### config.mk
export PLATFORM = sky130hd
export DESIGN_NAME = i2c_slave_fifo
export DESIGN_NICKNAME = d
export VERILOG_FILES = /design/src/rtl/i2c_slave_fifo.sv
export SDC_FILE = /design/constraint.sdc
export NUM_CORES = 1
export LEC_CHECK = 0
export ABC_CLOCK_PERIOD_IN_PS = 4700
export BUFFER_PORTS_ARGS = -buffer_cell sky130_fd_sc_hd__clkbuf_2
export CORE_MARGIN = 1
export CORE_UTILIZATION = 58
export CTS_CLUSTER_DIAMETER = 120
export DETAILED_ROUTE_END_ITERATION = 16
export PLACE_DENSITY = 0.75
export SYNTH_ARGS = -nofsm -noshare
export SYNTH_HDL_FRONTEND = slang
export SYNTH_SLANG_ARGS = --single-unit
### constraint.sdc
create_clock -name clk -period 4.7 [get_ports clk]
set_input_delay 0.94 -clock clk [delete_from_list [all_inputs] [get_ports clk]]
set_output_delay 0.94 -clock clk [all_outputs]
set_load 0.005 [all_outputs]
### src/rtl/i2c_slave_fifo.sv
// I2C slave target with a 7-bit address and a loopback byte FIFO.
// Bytes written by the master are queued and returned in order on reads.
module i2c_slave_fifo #(
  parameter logic [6:0] SLAVE_ADDR = 7'h1A,
  parameter int         FIFO_DEPTH = 8,
  parameter bit         MSB_LSB    = 1'b1,
  parameter int         FILTER_LEN = 3,
  parameter logic [7:0] FILL_BYTE  = 8'hFF
) (
  input  logic                          clk,
  input  logic                          rst,
  input  logic                          scl_i,
  input  logic                          sda_i,
  output logic                          sda_oe,
  output logic                          busy,
  output logic                          addressed,
  output logic [$clog2(FIFO_DEPTH):0]   fifo_count,
  output logic                          fifo_empty,
  output logic                          fifo_full,
  output logic                          overflow,
  output logic                          underflow
);

  localparam int AW = $clog2(FIFO_DEPTH);
  localparam int CW = AW + 1;
  localparam int FW = $clog2(FILTER_LEN + 1);

  localparam logic [2:0] IDLE     = 3'd0;
  localparam logic [2:0] ADDR     = 3'd1;
  localparam logic [2:0] ADDR_ACK = 3'd2;
  localparam logic [2:0] WR_DATA  = 3'd3;
  localparam logic [2:0] WR_ACK   = 3'd4;
  localparam logic [2:0] RD_DATA  = 3'd5;
  localparam logic [2:0] RD_ACK   = 3'd6;
  localparam logic [2:0] IGNORE   = 3'd7;

  // index 0 = SCL, index 1 = SDA
  logic [1:0]    s1, s2, f, fd;
  logic [FW-1:0] fcnt [2];

  always_ff @(posedge clk) begin
    if (rst) begin
      s1      <= 2'b11;
      s2      <= 2'b11;
      f       <= 2'b11;
      fd      <= 2'b11;
      fcnt[0] <= '0;
      fcnt[1] <= '0;
    end else begin
      s1 <= {sda_i, scl_i};
      s2 <= s1;
      fd <= f;
      for (int i = 0; i < 2; i++) begin
        if (s2[i] == f[i]) begin
          fcnt[i] <= '0;
        end else if (fcnt[i] == FW'(FILTER_LEN - 1)) begin
          f[i]    <= s2[i];
          fcnt[i] <= '0;
        end else begin
          fcnt[i] <= fcnt[i] + FW'(1);
        end
      end
    end
  end

  logic scl_f, scl_d, sda_f, sda_d;
  logic start_ev, stop_ev, scl_rise, scl_fall, bus_ev;
  assign scl_f    = f[0];
  assign scl_d    = fd[0];
  assign sda_f    = f[1];
  assign sda_d    = fd[1];
  assign start_ev = scl_f & scl_d & sda_d & ~sda_f;
  assign stop_ev  = scl_f & scl_d & ~sda_d & sda_f;
  assign scl_rise = scl_f & ~scl_d;
  assign scl_fall = ~scl_f & scl_d;
  assign bus_ev   = start_ev | stop_ev;

  logic [2:0] state;
  logic [2:0] bit_cnt;
  logic [7:0] sr;
  logic       rw, ack_phase, ack_pend;

  logic [7:0]    mem [FIFO_DEPTH];
  logic [AW-1:0] wp, rp;
  logic [CW-1:0] count;

  logic [7:0] rx_byte, sr_shift, rd_byte;
  logic       last_bit, push, ovf_ev, load, pop;

  function automatic logic tx_bit(input logic [7:0] b);
    return MSB_LSB ? b[7] : b[0];
  endfunction

  assign rx_byte  = MSB_LSB ? {sr[6:0], sda_f} : {sda_f, sr[7:1]};
  assign sr_shift = MSB_LSB ? {sr[6:0], 1'b0} : {1'b0, sr[7:1]};
  assign last_bit = (bit_cnt == 3'd7);
  assign rd_byte  = fifo_empty ? FILL_BYTE : mem[rp];

  assign push   = (state == WR_DATA) && scl_rise && last_bit && !fifo_full && !bus_ev;
  assign ovf_ev = (state == WR_DATA) && scl_rise && last_bit && fifo_full && !bus_ev;
  // A read byte is fetched on the falling edge that ends an acknowledged 9th bit.
  assign load   = scl_fall && ack_phase && !bus_ev &&
                  (((state == ADDR_ACK) && rw) || (state == RD_ACK));
  assign pop    = load && !fifo_empty;

  assign fifo_count = count;
  assign fifo_empty = (count == '0);
  assign fifo_full  = (count == CW'(FIFO_DEPTH));

  always_ff @(posedge clk) begin
    if (rst) begin
      wp    <= '0;
      rp    <= '0;
      count <= '0;
    end else if (push) begin
      wp    <= wp + AW'(1);
      count <= count + CW'(1);
    end else if (pop) begin
      rp    <= rp + AW'(1);
      count <= count - CW'(1);
    end
  end

  always_ff @(posedge clk) begin
    if (push) mem[wp] <= rx_byte;
  end

  always_ff @(posedge clk) begin
    if (rst) begin
      state     <= IDLE;
      bit_cnt   <= '0;
      sr        <= '0;
      rw        <= 1'b0;
      ack_phase <= 1'b0;
      ack_pend  <= 1'b0;
      sda_oe    <= 1'b0;
      busy      <= 1'b0;
      addressed <= 1'b0;
      overflow  <= 1'b0;
      underflow <= 1'b0;
    end else begin
      overflow  <= ovf_ev;
      underflow <= load && fifo_empty;
      if (stop_ev) begin
        state     <= IDLE;
        sda_oe    <= 1'b0;
        busy      <= 1'b0;
        addressed <= 1'b0;
        ack_phase <= 1'b0;
      end else if (start_ev) begin
        state     <= ADDR;
        bit_cnt   <= '0;
        sda_oe    <= 1'b0;
        busy      <= 1'b1;
        addressed <= 1'b0;
        ack_phase <= 1'b0;
      end else begin
        case (state)
          IDLE: ;
          ADDR: if (scl_rise) begin
            sr      <= rx_byte;
            bit_cnt <= bit_cnt + 3'd1;
            if (last_bit) begin
              if (rx_byte[7:1] == SLAVE_ADDR) begin
                state     <= ADDR_ACK;
                addressed <= 1'b1;
                rw        <= rx_byte[0];
              end else begin
                state <= IGNORE;
              end
            end
          end
          ADDR_ACK: if (scl_fall) begin
            if (!ack_phase) begin
              sda_oe    <= 1'b1;
              ack_phase <= 1'b1;
            end else begin
              ack_phase <= 1'b0;
              bit_cnt   <= '0;
              if (rw) begin
                sr     <= rd_byte;
                sda_oe <= ~tx_bit(rd_byte);
                state  <= RD_DATA;
              end else begin
                sda_oe <= 1'b0;
                state  <= WR_DATA;
              end
            end
          end
          WR_DATA: if (scl_rise) begin
            sr      <= rx_byte;
            bit_cnt <= bit_cnt + 3'd1;
            if (last_bit) begin
              ack_pend <= !fifo_full;
              state    <= WR_ACK;
            end
          end
          WR_ACK: if (scl_fall) begin
            if (!ack_phase) begin
              sda_oe    <= ack_pend;
              ack_phase <= 1'b1;
            end else begin
              ack_phase <= 1'b0;
              sda_oe    <= 1'b0;
              bit_cnt   <= '0;
              state     <= ack_pend ? WR_DATA : IGNORE;
            end
          end
          RD_DATA: if (scl_fall) begin
            if (last_bit) begin
              sda_oe  <= 1'b0;
              bit_cnt <= '0;
              state   <= RD_ACK;
            end else begin
              sr      <= sr_shift;
              sda_oe  <= ~tx_bit(sr_shift);
              bit_cnt <= bit_cnt + 3'd1;
            end
          end
          RD_ACK: begin
            if (scl_rise) begin
              if (sda_f) state <= IGNORE;
              else       ack_phase <= 1'b1;
            end else if (scl_fall && ack_phase) begin
              ack_phase <= 1'b0;
              sr        <= rd_byte;
              sda_oe    <= ~tx_bit(rd_byte);
              bit_cnt   <= '0;
              state     <= RD_DATA;
            end
          end
          IGNORE: sda_oe <= 1'b0;
          default: state <= IDLE;
        endcase
      end
    end
  end

endmodule

==> flow_summary_export.csv <==
group,metric,value,unit
outcome,run_status,"completed",
clock_network,hold_buffers,0,
hold_path,hold_start,"s1[0]$_SDFF_PP1_",
floorplanning,die_h,93.4,um
critical_path,cp_slowest_cell,"nor3b_1",
timing,fin_crit_sh,0.648,
critical_path,crit_path_max_incr_delay,1.00,ns
cells_and_area,area_growth,6.48,%
cells_and_area,fillers,603,
detailed_routing,vias,3018,
placed_design,placed_area,0.00496,mm2
floorplanning,die_w,93.4,um
timing,max_freq,328,MHz
timing,max_slew.worst_pin.slew,1.22,ns
detailed_routing,wl,9440,um
hold_path,hold_path_depth,1,
floorplanning,io-pin-count,15,
pwr,p_comb_frac,0.015,
pwr,p_leak,0.00179,uW
clock_network,cts_resized,0,
global_route,grt_max_degree,28,
floorplanning,coreArea,0.00789,mm2
cells_and_area,num_antenna_cells,0,
detailed_routing,drc,0,
global_route,track_usage,0.236,
clock_network,cts_buffers,9,
hold_path,hold_end,"s2[0]$_SDFF_PP1_",
synthesis,yosysSeqAreaShare,0.595,
clock_network,clk_pin_slew,0.10,ns
synthesis,ys.flop_type,"edfxtp_1",
floorplanning,dieArea,0.00872,mm2
pwr,clockPowerShare,0.354,
floorplanning,initial_core_util,0.614,
critical_path,end_kind,"flop",
clock_network,cts_tree,"done",
critical_path,r2r_start,"state[0]$_SDFFE_PP0P_",
critical_path,path_cells,"nand4bb_1 > nor3_4 > nand2_1 > nor3b_1",
synthesis,synth_area,0.00484,mm2
timing,slew_violations,0,
synthesis,synth-async-reset-ratio,0,
cells_and_area,final_cell_count_no_fill,503,
critical_path,path_delay_family,"simple AND/OR/NAND/NOR gates",
global_route,grt_pass1_vias,2968,
detailed_routing,antenna_left,0,
timing,timing.slew.headroom,0.184,
pwr,ir_worst_vdd,0.000224,V
critical_path,worstPathArrival,3.04,ns
placed_design,port_buffers,14,
clock_network,clockBufferDepth,2,
detailed_routing,dr.pass1.iters,4,
synthesis,ys_ff_latch,110,
global_route,grt_pass1_wl,15300,um
pwr,switching_share,0.213,
timing,rsz0062_at_grt,"false",
pwr,power_density,316,mW/mm2
global_route,antenna_found_initial,0,
cells_and_area,final_area,0.00516,mm2
detailed_routing,routedWlPerCell,18.8,um
pwr,switching_power,348,uW
timing,skew,0.0135,ns
synthesis,synth_edf_count,68,
placed_design,place_inst,487,
critical_path,critPathKind,"flop to flop",
floorplanning,rows,32,
detailed_routing,drt_iter0_drc,335,
detailed_routing,vias_per_cell,6.00,
clock_network,cts_root_buf,"clkbuf_8",
pwr,p_int,1280,uW
critical_path,ff2ff_path_depth,4,
synthesis,yosysWarnings,0,
timing,setup_violations,0,
global_route,overflow,0,
clock_network,numClockSinks,110,
critical_path,worst-path-buf-inv,0,
critical_path,cp-start-kind,"flop",
critical_path,critPathMaxFanout,24,
critical_path,regToRegSetupSlack,1.65,ns
cells_and_area,layout-drive-gt1-share,0.137,
timing,min_period,3.05,ns
placed_design,hpwl,6560,um
cells_and_area,nNetsFinal,409,
synthesis,synth.avg_cell_area,12.6,um2
clock_network,clk_latency,0.37,ns
synthesis,syn_inst,386,
hold_path,worstHoldPathType,"flop to flop",
pwr,power_frac_seq,0.632,
timing,hold_violations,0,
timing,finalSetupTns,0,ns
critical_path,cp_data_required_time,4.69,ns
flow_run,drv_cap,0,
clock_network,cts_setup_buffers,0,
placed_design,gp_congestion,0.909,
critical_path,r2r-end,"mem[5][1]$_DFFE_PP_",
synthesis,synth_cell_types,63,
clock_network,cts_htree_levels,3,
[per-layer routing]
| layer | up-vias | GRT usage | wire length (um) |
|---|---|---|---|
| li1 | 1465 | - | - |
| met1 | 1459 | 0.348 | 4450 |
| met2 | 84 | 0.352 | 4290 |
| met3 | 10 | 0.0561 | 587 |
| met4 | 0 | 0.0628 | 113 |
| met5 | - | 0 | 0 |
[power by group through the flow]
stage	Sequential, uW	Combinational [uW]	Clock, uW
5_1_grt	1030	26.2	628
6_report	1030	23.9	578
4_1_cts	1030	23.8	584
2_1_floorplan	1050	19.4	0
3_5_place_dp	1050	23.6	0
3_3_place_gp	1050	23.1	0
[kinds of logic after synthesis]
kind of cell	count (synthesis)	share of synthesized area
AND/OR/NAND/NOR	113	0.136
flip-flops	110	0.595
AO/OA/AOI/OAI	69	0.101
multiplexers	39	0.0883
buffers and inverters	34	0.0341
XOR/XNOR	11	0.0199
adder cells (fa/ha/maj)	9	0.0248
other	1	0.000774
[cell type report]
class | instances | area, um2 | share of cell area
Inverter | 14 | 52.6 | 0.0102
Tap cell | 102 | 128 | 0.0247
Clock buffer | 9 | 124 | 0.0240
Clock inverter | 7 | 78.8 | 0.0153
Multi-Input combinational cell | 245 | 1810 | 0.350
Sequential cell | 110 | 2880 | 0.559
Timing Repair Buffer | 16 | 85.1 | 0.0165
[registers in the layout, indices dropped and copies added, names as in the netlist, 2 cells and up, named ones only]
signal / count
fd: 2
rp: 3
f: 2
sr: 7
s2: 2
fcnt: 4
s1: 2
state: 3
fifo_count: 4
wp: 3
bit_cnt: 3
mem: 64
[cells in the final DEF, fill, tap and decap left out, types with 3 or more instances in the layout]
cell / n
inv_1: 12
nand2b_1: 5
o22ai_1: 14
ha_1: 8
xor2_1: 6
nor2_1: 31
a22o_1: 6
clkbuf_8: 9
nor3_1: 10
a21oi_1: 12
conb_1: 4
nor2b_1: 5
mux2i_1: 36
or3_1: 4
o21ai_1: 3
clkbuf_2: 14
dfxtp_1: 42
a211oi_1: 4
nand2_1: 22
mux4_2: 3
or2_2: 8
o21ai_0: 6
a221oi_1: 7
xnor2_1: 5
edfxtp_1: 68
[cells in the mapped netlist (5+ instances only)]
cell type	number	area [um2]
mux2i_1	36	360
inv_1	12	45.0
a22o_1	6	52.6
or2_2	8	50.1
buf_2	9	45.0
nand2_1	22	82.6
clkbuf_1	5	18.8
dfxtp_1	42	841
edfxtp_1	68	2040
a221oi_1	7	61.3
ha_1	8	100
o21ai_0	6	30.0
xor2_1	6	52.6
xnor2_1	5	43.8
nor2b_1	5	31.3
nor2_1	31	116
buf_4	5	37.5
a21oi_1	12	60.1
nand2b_1	5	31.3
o22ai_1	14	87.6
nor3_1	10	50.1
[metrics by stage]
stage	setup WS [ns]	hold slack (ns)	total power [uW]	util
after global placement	1.79	0.391	1080	0.628
after detailed placement	1.67	0.393	1080	0.628
after floorplan	2.24	0.389	1070	-
final	1.65	0.416	1630	0.654
after CTS	1.64	0.418	1640	0.654
after global routing	1.42	0.425	1690	0.654
[how the worst max path moves through the flow]
stage	from	endpoint	slack (ns)	cells past startpoint
final	state[0]$_SDFFE_PP0P_	mem[5][1]$_DFFE_PP_	1.65	4
after global routing	state[0]$_SDFFE_PP0P_	mem[5][1]$_DFFE_PP_	1.42	4
after CTS	state[0]$_SDFFE_PP0P_	mem[5][4]$_DFFE_PP_	1.64	4
after detailed placement	state[0]$_SDFFE_PP0P_	mem[5][4]$_DFFE_PP_	1.67	4
after global placement	state[0]$_SDFFE_PP0P_	mem[5][3]$_DFFE_PP_	1.79	4
after floorplan	bit_cnt[0]$_SDFFE_PP0P_	mem[0][0]$_DFFE_PP_	2.24	6
Power figures use the tool's default switching activity.
